$ cat config.mk
export PLATFORM = sky130hd
export DESIGN_NAME = game_countdown_timer_flat
export DESIGN_NICKNAME = d
export VERILOG_FILES = /design/src/rtl/game_countdown_timer_pkg.sv /design/src/rtl/game_countdown_timer_if.sv /design/src/rtl/game_countdown_timer_tick_edge_detect.sv /design/src/rtl/game_countdown_timer.sv /design/src/flat_wrapper.sv
export SDC_FILE = /design/constraint.sdc
export NUM_CORES = 1
export LEC_CHECK = 0
export ABC_AREA = 0
export CORE_MARGIN = 2
export CORE_UTILIZATION = 45
export CTS_CLUSTER_DIAMETER = 120
export CTS_CLUSTER_SIZE = 25
export DETAILED_ROUTE_END_ITERATION = 12
export PLACE_DENSITY = 0.71
export SETUP_SLACK_MARGIN = 0.3
export SYNTH_ARGS = -nofsm -noshare
export SYNTH_HDL_FRONTEND = slang
export SYNTH_SLANG_ARGS = --single-unit
$ cat constraint.sdc
create_clock -name clk -period 4.75 [get_ports clk]
set_clock_uncertainty 0.1 [all_clocks]
set_input_delay 0.475 -clock clk [delete_from_list [all_inputs] [get_ports clk]]
set_output_delay 0.475 -clock clk [all_outputs]
set_load 0.03 [all_outputs]
$ cat src/rtl/game_countdown_timer_pkg.sv
// Shared types and helpers for the EatUp round countdown timer.
// Holds the state encoding, BCD digit types and BCD conversion/decrement.
package game_timer_pkg;

    localparam int MAX_MINSEC = 59;

    typedef enum logic [1:0] {
        ST_IDLE  = 2'd0,
        ST_RUN   = 2'd1,
        ST_PAUSE = 2'd2,
        ST_DONE  = 2'd3
    } state_e;

    typedef logic [3:0] bcd_t;

    typedef struct packed {
        bcd_t tens;
        bcd_t ones;
    } bcd2_t;

    typedef struct packed {
        bcd_t min_tens;
        bcd_t min_ones;
        bcd_t sec_tens;
        bcd_t sec_ones;
    } mmss_t;

    function automatic int clamp59(input int v);
        return (v < 0 || v > MAX_MINSEC) ? MAX_MINSEC : v;
    endfunction

    function automatic bcd2_t to_bcd2(input int dec);
        bcd2_t r;
        r.tens = 4'(dec / 10);
        r.ones = 4'(dec % 10);
        return r;
    endfunction

    // One-second BCD borrow chain; saturates at 00:00.
    function automatic mmss_t mmss_dec(input mmss_t v);
        mmss_t r;
        r = v;
        if (v == '0) begin
            return v;
        end
        if (v.sec_ones != 4'd0) begin
            r.sec_ones = v.sec_ones - 4'd1;
        end else begin
            r.sec_ones = 4'd9;
            if (v.sec_tens != 4'd0) begin
                r.sec_tens = v.sec_tens - 4'd1;
            end else begin
                r.sec_tens = 4'd5;
                if (v.min_ones != 4'd0) begin
                    r.min_ones = v.min_ones - 4'd1;
                end else begin
                    r.min_ones = 4'd9;
                    r.min_tens = v.min_tens - 4'd1;
                end
            end
        end
        return r;
    endfunction

    function automatic logic mmss_le1(input mmss_t v);
        return (v[15:1] == '0);
    endfunction

endpackage

$ cat src/rtl/game_countdown_timer_if.sv
// Command and display bundle between game controller and timer.
// master: drives tick_in/start/pause/clear; slave: drives digits and status.
interface game_countdown_timer_if;
    import game_timer_pkg::*;

    logic tick_in;
    logic start;
    logic pause;
    logic clear;
    bcd_t min_tens;
    bcd_t min_ones;
    bcd_t sec_tens;
    bcd_t sec_ones;
    logic running;
    logic time_up;
    logic time_up_pulse;

    modport master (
        output tick_in, start, pause, clear,
        input  min_tens, min_ones, sec_tens, sec_ones,
        input  running, time_up, time_up_pulse
    );

    modport slave (
        input  tick_in, start, pause, clear,
        output min_tens, min_ones, sec_tens, sec_ones,
        output running, time_up, time_up_pulse
    );

endinterface

$ cat src/rtl/game_countdown_timer_tick_edge_detect.sv
// Synchronises a slow divider square wave and emits a one-cycle rising-edge tick.
// Ports: clk, rst_n (sync, active-low), tick_in (data), tick (pulse).
module tick_edge_detect (
    input  logic clk,
    input  logic rst_n,
    input  logic tick_in,
    output logic tick
);

    logic q1;
    logic q2;
    logic q3;

    always_ff @(posedge clk) begin
        if (!rst_n) begin
            q1 <= 1'b0;
            q2 <= 1'b0;
            q3 <= 1'b0;
        end else begin
            q1 <= tick_in;
            q2 <= q1;
            q3 <= q2;
        end
    end

    assign tick = q2 & ~q3;

endmodule

$ cat src/rtl/game_countdown_timer.sv
// Round countdown timer: BCD mm:ss down-counter with IDLE/RUN/PAUSE/DONE FSM.
// Ports: clk, rst_n (sync, active-low), bus (slave side of timer interface).
module game_countdown_timer
    import game_timer_pkg::*;
#(
    parameter int START_MIN = 1,
    parameter int START_SEC = 30
) (
    input  logic                    clk,
    input  logic                    rst_n,
    game_countdown_timer_if.slave   bus
);

    localparam logic [1:0] S_IDLE  = ST_IDLE;
    localparam logic [1:0] S_RUN   = ST_RUN;
    localparam logic [1:0] S_PAUSE = ST_PAUSE;
    localparam logic [1:0] S_DONE  = ST_DONE;

    localparam int    MIN_C     = clamp59(START_MIN);
    localparam int    SEC_C     = clamp59(START_SEC);
    localparam bcd2_t START_M   = to_bcd2(MIN_C);
    localparam bcd2_t START_S   = to_bcd2(SEC_C);
    localparam mmss_t START_VAL = {START_M, START_S};
    localparam logic  START_Z   = (MIN_C == 0) && (SEC_C == 0);

    logic       tick;
    logic [1:0] state_q;
    logic [1:0] state_d;
    mmss_t      dig_q;
    mmss_t      dig_d;
    logic       pulse_d;
    logic       pulse_q;
    logic       run_q;
    logic       up_q;

    tick_edge_detect u_tick (
        .clk     (clk),
        .rst_n   (rst_n),
        .tick_in (bus.tick_in),
        .tick    (tick)
    );

    always_comb begin
        state_d = state_q;
        dig_d   = dig_q;
        pulse_d = 1'b0;
        if (bus.clear) begin
            state_d = S_IDLE;
            dig_d   = START_VAL;
        end else begin
            case (state_q)
                S_IDLE: begin
                    if (bus.start) begin
                        if (START_Z) begin
                            state_d = S_DONE;
                            pulse_d = 1'b1;
                        end else begin
                            state_d = S_RUN;
                        end
                    end
                end
                S_RUN: begin
                    // pause wins over a coincident tick
                    if (bus.pause) begin
                        state_d = S_PAUSE;
                    end else if (tick) begin
                        dig_d = mmss_dec(dig_q);
                        if (mmss_le1(dig_q)) begin
                            state_d = S_DONE;
                            pulse_d = 1'b1;
                        end
                    end
                end
                S_PAUSE: begin
                    if (bus.start) begin
                        state_d = S_RUN;
                    end
                end
                S_DONE: begin
                    // restart; a 00:00 round has nothing to run
                    if (bus.start) begin
                        dig_d   = START_VAL;
                        state_d = START_Z ? S_DONE : S_RUN;
                    end
                end
                default: begin
                    state_d = S_IDLE;
                end
            endcase
        end
    end

    always_ff @(posedge clk) begin
        if (!rst_n) begin
            state_q <= S_IDLE;
            dig_q   <= START_VAL;
            pulse_q <= 1'b0;
            run_q   <= 1'b0;
            up_q    <= 1'b0;
        end else begin
            state_q <= state_d;
            dig_q   <= dig_d;
            pulse_q <= pulse_d;
            run_q   <= (state_d == S_RUN);
            up_q    <= (state_d == S_DONE);
        end
    end

    assign bus.min_tens      = dig_q.min_tens;
    assign bus.min_ones      = dig_q.min_ones;
    assign bus.sec_tens      = dig_q.sec_tens;
    assign bus.sec_ones      = dig_q.sec_ones;
    assign bus.running       = run_q;
    assign bus.time_up       = up_q;
    assign bus.time_up_pulse = pulse_q;

endmodule

$ cat src/flat_wrapper.sv
// flat-port wrapper written by rule: the top's interface ports become plain ports
module game_countdown_timer_flat import game_timer_pkg::*;
#(
    parameter int START_MIN = 1,
    parameter int START_SEC = 30
)
  (clk, rst_n, bus_tick_in, bus_start, bus_pause, bus_clear, bus_min_tens, bus_min_ones, bus_sec_tens, bus_sec_ones, bus_running, bus_time_up, bus_time_up_pulse);
  game_countdown_timer_if bus_i ();
  input  logic clk;
  input  logic rst_n;
  input wire logic [$bits(bus_i.tick_in)-1:0] bus_tick_in;
  input wire logic [$bits(bus_i.start)-1:0] bus_start;
  input wire logic [$bits(bus_i.pause)-1:0] bus_pause;
  input wire logic [$bits(bus_i.clear)-1:0] bus_clear;
  output wire logic [$bits(bus_i.min_tens)-1:0] bus_min_tens;
  output wire logic [$bits(bus_i.min_ones)-1:0] bus_min_ones;
  output wire logic [$bits(bus_i.sec_tens)-1:0] bus_sec_tens;
  output wire logic [$bits(bus_i.sec_ones)-1:0] bus_sec_ones;
  output wire logic [$bits(bus_i.running)-1:0] bus_running;
  output wire logic [$bits(bus_i.time_up)-1:0] bus_time_up;
  output wire logic [$bits(bus_i.time_up_pulse)-1:0] bus_time_up_pulse;
  assign bus_i.tick_in = bus_tick_in;
  assign bus_i.start = bus_start;
  assign bus_i.pause = bus_pause;
  assign bus_i.clear = bus_clear;
  assign bus_min_tens = bus_i.min_tens;
  assign bus_min_ones = bus_i.min_ones;
  assign bus_sec_tens = bus_i.sec_tens;
  assign bus_sec_ones = bus_i.sec_ones;
  assign bus_running = bus_i.running;
  assign bus_time_up = bus_i.time_up;
  assign bus_time_up_pulse = bus_i.time_up_pulse;
  game_countdown_timer #(.START_MIN(START_MIN), .START_SEC(START_SEC)) u_core (.clk(clk), .rst_n(rst_n), .bus(bus_i));
endmodule
After elaboration in Yosys (flattened, before gate mapping)
Cells that the tools add are included.
{"block": "op_classes", "n_eq_ne": 12, "n_addsub": 4, "n_reduce_logical": 14, "mux": 23, "n_bitwise": 5}
{"cell": "two-way mux 16 bit", "n": 4}
{"cell": "case mux 16 bit (2 select lines)", "n": 1}
{"cell": "logical NOT 16 bit", "n": 1}
{"cell": "two-way mux 4 bit", "n": 4}
{"cell": "subtractor 4 x 1 -> 4 bit, second input constant", "n": 4}
{"cell": "logical NOT 15 bit", "n": 1}
{"cell": "two-way mux 12 bit", "n": 1}
{"cell": "nonzero test 4 bit", "n": 3}
{"cell": "two-way mux 2 bit", "n": 5}
{"cell": "!= test 3 x 2 -> 1 bit, second input constant", "n": 3}
{"cell": "two-way mux 8 bit", "n": 1}
{"cell": "AND reduction 8 bit", "n": 1}
{"cell": "AND reduction 7 bit", "n": 1}
{"cell": "== test 2 bit, second input constant", "n": 3}
{"cell": "two-way mux 1 bit", "n": 6}
{"cell": "AND reduction 6 bit", "n": 1}
{"cell": "AND reduction 5 bit", "n": 1}
{"cell": "OR reduction 5 bit", "n": 1}
{"cell": "== test 2 x 1 -> 1 bit, second input constant", "n": 2}
{"cell": "!= test 2 bit, second input constant", "n": 2}
{"cell": "inverter 1 bit", "n": 4}
{"cell": "case mux 2 bit (2 select lines)", "n": 1}
{"cell": "!= test 3 bit, second input constant", "n": 1}
{"cell": "OR reduction 3 bit", "n": 1}
{"cell": "5 further kinds", "n": 5}
{"block": "totals", "inputBits": 6, "reg_bits": 24}

Logic depth before layout (Yosys ltp)
Gate-level depths: netlist of run 1.
{"block": "logic_depth", "depth_word": 10, "ltp_mapped": 7}

Modules after synthesis
Synthesis of run 1 repeated with hierarchy kept, for this count alone.
{"block": "unflattened", "cells_unflattened": 146, "area_unflattened_um2": 1273.7}
{"mod": "game_countdown_timer", "area_per_inst_um2": 1181.1, "cells_per_inst": 139, "seq_area_each_um2": 420.4, "instances": 1}
{"mod": "tick_edge_detect", "area_per_inst_um2": 92.6, "cells_per_inst": 7, "seq_area_each_um2": 60.1, "instances": 1}

Worst setup path before layout of run 1
OpenSTA, ideal clock, no wires.
{"block": "synth_timing", "path_type": "reg2reg", "start": "reg u_core.dig_q, in the netlist u_core.bus.min_ones[0]", "end": "reg u_core.dig_q, in the netlist u_core.bus.min_ones[1]", "period_less_slack_ns": 2.126, "t_arrival_ns": 1.955, "path_stages_with_launch": 8, "setup_slack_ns": 2.624, "setup_ns": 0.071, "required_ns": 4.579, "path_cell_list": "dfxtp_1 -> inv_1 -> ha_1 -> nand2_1 -> nor4_4 -> a211o_4 -> or4_1 -> a21oi_1"}
{"block": "synth_between", "elab_chain_cells": 8, "elab_cells_between_ends": 19}
{"item": "start: declaration", "line": "game_countdown_timer.sv:29", "rtl": "mmss_t dig_q;"}
{"item": "start signal: assignment", "line": "game_countdown_timer.sv:102", "rtl": "dig_q <= dig_d;"}
{"item": "subtractor 4 x 1 -> 4 bit (tied with other cells)", "line": "game_countdown_timer_pkg.sv:55", "rtl": "r.min_ones = v.min_ones - 4'd1;"}
{"item": "two-way mux 4 bit / two-way mux 1 bit (equally long branches)", "line": "game_countdown_timer_pkg.sv:54, game_countdown_timer_pkg.sv:43"}
{"item": "two-way mux 8 bit / two-way mux 1 bit (equally long branches)", "line": "game_countdown_timer_pkg.sv:50, game_countdown_timer.sv:66"}
{"item": "two-way mux 12 bit / two-way mux 1 bit (equally long branches)", "line": "game_countdown_timer_pkg.sv:46, game_countdown_timer.sv:64"}
{"item": "two-way mux 16 bit / two-way mux 1 bit (equally long branches)", "line": "game_countdown_timer_pkg.sv:46, game_countdown_timer.sv:51"}
{"item": "two-way mux 16 bit / two-way mux 1 bit (equally long branches)", "line": "game_countdown_timer.sv:66, game_countdown_timer.sv:47"}
{"item": "two-way mux 16 bit (tied with other cells)", "line": "game_countdown_timer.sv:64", "rtl": "if (bus.pause) begin"}
{"item": "case mux 16 bit (2 select lines) / AND reduction 7 bit (equally long branches)"}
Several ways; a longest one is shown, not always the timed one. The select of a mux whose other input is x is not followed.
A chain may end at the register's enable or synchronous reset.

Worst setup path in the final report of run 1
{"block": "layout_timing", "start": "reg u_core.dig_q, in the netlist u_core.bus.sec_ones[1]", "end": "reg u_core.dig_q, in the netlist u_core.bus.min_ones[1]"}
{"block": "layout_between", "elab_chain_cells": 8, "elab_cells_between_ends": 11}
{"item": "logical NOT 16 bit", "line": "game_countdown_timer_pkg.sv:43", "rtl": "if (v == '0) begin"}
{"item": "two-way mux 1 bit", "line": "game_countdown_timer_pkg.sv:43"}
{"item": "two-way mux 1 bit", "line": "game_countdown_timer.sv:66", "rtl": "end else if (tick) begin"}
{"item": "two-way mux 1 bit", "line": "game_countdown_timer.sv:64"}
{"item": "two-way mux 1 bit", "line": "game_countdown_timer.sv:51", "rtl": "case (state_q)"}
{"item": "two-way mux 1 bit", "line": "game_countdown_timer.sv:47", "rtl": "if (bus.clear) begin"}
{"item": "!= test 3 x 2 -> 1 bit (no line) / != test 3 bit (equally long branches)"}
{"item": "AND reduction 7 bit (no line) (*)"}
Every way passes the cells marked *; elsewhere a longest branch is shown, timed or not. The select of a mux whose other input is x is not followed.

==> results of run 1 <==
cells in the mapped netlist, types with 2 or more instances:
library cell	count
a21oi_1	10
nor3_1	5
or4_1	2
nand2_1	13
o211ai_1	4
or3_1	2
clkbuf_1	3
o32ai_1	2
o21ai_0	9
nor2_1	16
ha_1	5
nand3_1	2
and2_1	4
and3_1	2
nor4_1	2
dfxtp_1	24
inv_1	8
o31ai_1	2
and2_2	2
nand2b_1	3
per-layer routing:
layer  share of wire (%)  routed length, microns  GRT usage [%]
met5                   0                       0              0
met4                 1.1                      33           8.97
met3                 5.9                     172           6.12
met2                  48                    1400           31.2
met1                  45                    1300           23.5
sequential cells by signal, summed over array words and instances, names as in the netlist:
signal and count:
u_core.bus.min_ones 4, u_core.bus.min_tens 4, u_core.bus.sec_ones 4, u_core.bus.sec_tens 4, u_core.state_q 2, u_core.bus.running 1
u_core.bus.time_up 1, u_core.bus.time_up_pulse 1, u_core.u_tick.q1 1, u_core.u_tick.q2 1, u_core.u_tick.q3 1
kinds of logic after synthesis:
family	share of synthesized area [%]
compound gates	21.6
fa+ha+maj	4.92
buf+inv	4.13
flops	37.8
mux	0.787
simple gates	30.8
per-stage QoR:
stage | instances | hold slack, ns | total power [mW] | utilization, % | worst slack (ns)
5_1_grt | 201 | 0.400 | 0.388 | 58.3 | 2.40
6_report | 201 | 0.365 | 0.374 | 58.3 | 2.52
4_1_cts | 201 | 0.372 | 0.376 | 58.3 | 2.54
2_1_floorplan | 146 | 0.312 | 0.221 | - | 2.62
3_5_place_dp | 197 | 0.337 | 0.231 | 56.4 | 2.20
3_3_place_gp | 197 | 0.319 | 0.230 | 56.4 | 2.27
worst max-delay path: cells and delay by family, from the launching register on:
family,cells,cell delay (ns)
AO/OA/AOI/OAI,3,0.61
adder cells (fa/ha/maj),1,0.21
AND/OR/NAND/NOR,2,0.76
buffers and inverters,1,0.13
flip-flops,1,0.36
worst paths after layout:
kind,cells after the start,end
max reg2reg,7,u_core.bus.min_ones[1]$_SDFFE_PP0P_
max,7,u_core.bus.min_ones[1]$_SDFFE_PP0P_
min reg2reg,1,u_core.u_tick.q2$_SDFF_PN0_
min,1,u_core.u_tick.q2$_SDFF_PN0_
power by group through the flow:
stage               clock (mW)  sequential, mW  combinational, mW
floorplan                    0           0.211             0.0106
global placement             0           0.210             0.0202
detailed placement           0           0.210             0.0208
CTS                      0.150           0.205             0.0209
global route             0.159           0.206             0.0231
finish                   0.148           0.205             0.0210
area by class of cell:
class,instances,area [sq um]
clock buffer,3,22.5
clock inverter,1,30.0
fill,253,1130
inverter,8,30.0
multi-input combinational,110,738
sequential,24,480
tap,31,38.8
timing repair buffer,24,240
==> impl_metrics.ini, run 1 <==
[status]
status = finished, final reports clean

[hold_path]
hold_path_class = register to register
hold_start = u_core.u_tick.q1$_SDFF_PN0_

[floorplanning]
io-pin-count = 25
core_sq_mm = 0.00271
start_util_pct = 46.9
design.die.area_sq_mm = 0.00327
rows = 19
die_w_microns = 57.2
die_y_microns = 57.2

[setup_path]
slowest_delay_ns = 0.40
cp-startpoint = u_core.bus.sec_ones[1]$_SDFFE_PP0P_
crit_fanout = 8
critPathSlowestCell = or4_1
worstSetupStartpointType = register
crit_path_frequent_cell = a21oi_1
crit_path_end_kind = register
path_cells = inv_1 > ha_1 > nor3b_2 > a21oi_1 > a211o_4 > or4_1 > a21oi_1
r2r_slack_ns = 2.52
rr_startpoint = u_core.bus.sec_ones[1]$_SDFFE_PP0P_
worst-setup-path-type = register to register
worstPathArrival_ns = 2.39
critPathRequiredTime_ns = 4.90

[placement]
postPlaceCellArea_sq_mm = 0.00153
gp_congestion = 0.791
dp_hpwl_microns = 2160
port_buffers = 24

[yosys]
syn_nets = 157
synth_area_sq_mm = 0.00127
syn-instance-count = 146
ys_seq_elements = 24
synth_flop_cell = dfxtp_1
yosysUniqueCellTypes = 46
synthDominantCellAreaShare_pct = 37.8
yosysTopAreaCell = dfxtp_1
syn_area_per_cell_sq_um = 8.71
synthArstFlopShare_pct = 0
seq_area_frac_synth_pct = 37.8
synth-edff-count = 0
yosysWarnings = 0
synth.area.top_cells = dfxtp_1 (38%), ha_1 (4.9%), nor2_1 (4.7%)

[pwr]
p_int_uw = 298
ir_drop_mv = 0.256
p_clk_share_pct = 39.5
p_leak_nw = 0.534
p_sw_uw = 76.4
p_sw_share_pct = 20.4
pwr-share-seq_pct = 54.8
p_per_area_mw_per_mm2 = 237
combPwrFrac_pct = 5.6

[timing]
rsz0062_at_grt = no
setup_violations = 0
max_freq_mhz = 447
period_needed_ns = 2.23
slew_headroom_pct = 53.4
fin_crit_sh_pct = 47.1
tns_ns = 0
hold_viol = 0
finalMaxSlewViolations = 0
tightest_slew_ns = 0.698

[routing]
wl_per_cell_microns = 14.5
drt-pass1-iter-count = 4
ant_nets = 0
drtIter0Drc = 43
routed_wl_microns = 2910
via_count = 1200
viasPerCell = 5.97
drc = 0

[clock_tree]
cts_tree = built
cts_sinks = 24
cts_setup_buffers = 0
htree_levels = 1
clock_latency_ns = 0.32
cts_resized = 0
ctsHoldBuffers = 0
clk_pin_slew_ns = 0.13
cts_root_buf = clkbuf_4
cts_buffers = 3
cts_buffer_depth = 2

[global_route]
gr-usage-all-layers_pct = 19.3
grt_max_degree = 17
gr-total-overflow = 0
grt_pass1_vias = 1139
antenna_found_initial = 0
grt_pass1_wl_microns = 4970

[cells_and_area]
most-common-layout-cells = clkdlybuf4s50_1 (24), dfxtp_1 (24), nor2_1 (16), nand2_1 (13), a21oi_1 (10)
drive_gt1_share_pct = 10.0
fin_area_sq_mm = 0.00158
diodes = 0
area_growth_pct = 24.3
layout.nets = 182

[job]
cap_violations = 0
Note: power is estimated with default switching activity, not from simulation.
==> run 2: changes to the inputs <==
==> constraint.sdc (replaced) <==
create_clock -name clk -period 2.2 [get_ports clk]
set_clock_uncertainty 0.1 [all_clocks]
set_input_delay 0.22 -clock clk [delete_from_list [all_inputs] [get_ports clk]]
set_output_delay 0.22 -clock clk [all_outputs]
set_load 0.03 [all_outputs]
==> impl_metrics.ini, run 2 (synthesis results as in run 1) <==
[timing]
period_needed_ns = 1.93
tightest_slew_ns = 0.472
rsz0062_at_grt = yes
slew_headroom_pct = 68.3
hold_viol = 0
max_freq_mhz = 519
finalMaxSlewViolations = 0
setup_violations = 0
tns_ns = 0
fin_crit_sh_pct = 87.6
whs_ns = 0.357

[hold_path]
min_to = u_core.u_tick.q2$_SDFF_PN0_
hold_start = u_core.u_tick.q1$_SDFF_PN0_
hold_path_class = register to register
worstHoldPathCells = 1

[setup_path]
path_cells = inv_4 > ha_4 > nor3b_4 > a21oi_2 > a211o_4 > or4_1 > a21oi_1
slowest_delay_ns = 0.40
r2r_slack_ns = 0.27
critPathRequiredTime_ns = 2.35
crit_fanout = 3
worst-setup-path-type = register to register
worstSetupStartpointType = register
worstPathArrival_ns = 2.08
crit_path_end_kind = register
reg2regPathDepth = 7
reg2reg_to = u_core.bus.min_ones[1]$_SDFFE_PP0P_
rr_startpoint = u_core.bus.sec_ones[0]$_SDFFE_PP0P_
critPathSlowestCell = or4_1

[job]
cap_violations = 0

[pwr]
p_clk_share_pct = 29.8
p_sw_share_pct = 24.6
ir_drop_mv = 0.405
p_per_area_mw_per_mm2 = 388
combPwrFrac_pct = 7.5
p_int_uw = 523
p_sw_uw = 171
p_leak_nw = 0.636
pwr-share-seq_pct = 62.7

[floorplanning]
io-pin-count = 25
core_sq_mm = 0.00271
die_y_microns = 57.2
start_util_pct = 46.9
die_w_microns = 57.2
design.die.area_sq_mm = 0.00327
rows = 19

[clock_tree]
clk_pin_slew_ns = 0.15
clock_latency_ns = 0.33
cts_root_buf = clkbuf_4
ctsHoldBuffers = 0
cts_tree = built
cts_buffers = 3
cts_sinks = 24
cts_buffer_depth = 2
htree_levels = 1

[global_route]
grt_max_degree = 14
grt_pass1_wl_microns = 5350
gr-total-overflow = 0
antenna_found_initial = 0
gr-usage-all-layers_pct = 20.5
use_met2_pct = 33.7
grt_use_met3_pct = 2.49
grt_pass1_vias = 1204
grtUsageMet1_pct = 27.2
grt_busiest_layer = met2

[cells_and_area]
most-common-layout-cells = clkdlybuf4s50_1 (24), buf_4 (20), nor2_1 (16), nand2_1 (13), dfxtp_1 (10)
area_growth_pct = 40.8
diodes = 0
drive_gt1_share_pct = 29.5
layout.nets = 202
final_common_cell = clkdlybuf4s50_1
fillers = 234

[placement]
dp_hpwl_microns = 2180
gp_congestion = 0.806
port_buffers = 24

[routing]
drc = 0
wl_per_cell_microns = 14.7
ant_nets = 0
drtIter0Drc = 40
viasPerCell = 5.85
drt-pass1-iter-count = 4
via_count = 1293
routed_wl_microns = 3250

[status]
status = finished, final reports clean
[run 2: cell types whose count changed in the layout (fill, tap and decap cells not counted), moves of 2 or more]
cell     previous run  this run
inv_4               0         2
ha_1                5         3
dfxtp_1            24        10
inv_1               8         6
buf_4               0        20
dfxtp_4             0         7
dfxtp_2             0         7
[run 2: repair_timing]
| action | in CTS | in global routing |
|---|---|---|
| hold endpoints to repair | 0 | 0 |
| resized for setup | 2 | 5 |
| setup endpoints to repair | 8 | 13 |
| buffers inserted | 6 | 6 |
| pin swaps | 1 | 7 |
[run 2: how the worst max path moves through the flow]
stage,start,end,slack [ns],depth (start not counted)
after floorplan,u_core.bus.sec_ones[0]$_SDFFE_PP0P_,u_core.bus.min_ones[1]$_SDFFE_PP0P_,0.28,7
after global placement,bus_pause,u_core.bus.sec_ones[1]$_SDFFE_PP0P_,0.08,6
after detailed placement,bus_pause,u_core.bus.sec_ones[1]$_SDFFE_PP0P_,0.03,6
after CTS,u_core.bus.sec_ones[0]$_SDFFE_PP0P_,u_core.bus.min_ones[1]$_SDFFE_PP0P_,0.27,7
after global routing,u_core.bus.sec_ones[0]$_SDFFE_PP0P_,u_core.bus.min_ones[2]$_SDFFE_PP0P_,0.20,8
final,u_core.bus.sec_ones[0]$_SDFFE_PP0P_,u_core.bus.min_ones[1]$_SDFFE_PP0P_,0.27,7
[run 2: power groups by stage]
| stage | registers [mW] | clock network [mW] | logic [mW] |
|---|---|---|---|
| finish | 0.435 | 0.207 | 0.0518 |
| global route | 0.436 | 0.230 | 0.0561 |
| CTS | 0.436 | 0.209 | 0.0510 |
| detailed placement | 0.446 | 0 | 0.0498 |
| global placement | 0.446 | 0 | 0.0489 |
| floorplan | 0.447 | 0 | 0.0233 |
[run 2: final cells by class]
type | instances | area [sq um] | share of cell area (%)
clock inverters | 1 | 3.75 | 0.210
well taps | 31 | 38.8 | 2.17
flip-flops and latches | 24 | 515 | 28.8
multi-input cells | 110 | 785 | 43.8
inverters | 8 | 35.0 | 1.96
clock buffers | 3 | 22.5 | 1.26
repair buffers | 44 | 390 | 21.8
[run 2: critical path: cells and delay by family, from the launching register on]
kind,cells,cell delay (ns)
DFF,1,0.38
buffers and inverters,1,0.06
adders and majority gates,1,0.14
and+or+nand+nor,2,0.65
AOI/OAI and AO/OA,3,0.52
[run 2: stage by stage]
step	setup WS, ns	utilization, %	area [sq um]	power, mW	cells
2_1_floorplan	0.284	-	1330	0.471	146
3_3_place_gp	0.0772	60.8	1650	0.495	205
3_5_place_dp	0.0295	60.8	1650	0.496	205
4_1_cts	0.274	63.6	1720	0.696	215
5_1_grt	0.198	66.1	1790	0.722	221
6_report	0.273	66.1	1790	0.694	221
[run 2: metal layers]
metal  share of wire [%]  vias up  routed length, microns
li1                    -      627                       -
met1                  46      610                    1480
met2                  48       46                    1560
met3                 5.0       10                     162
met4                 1.5        0                      49
met5                   0        -                       0
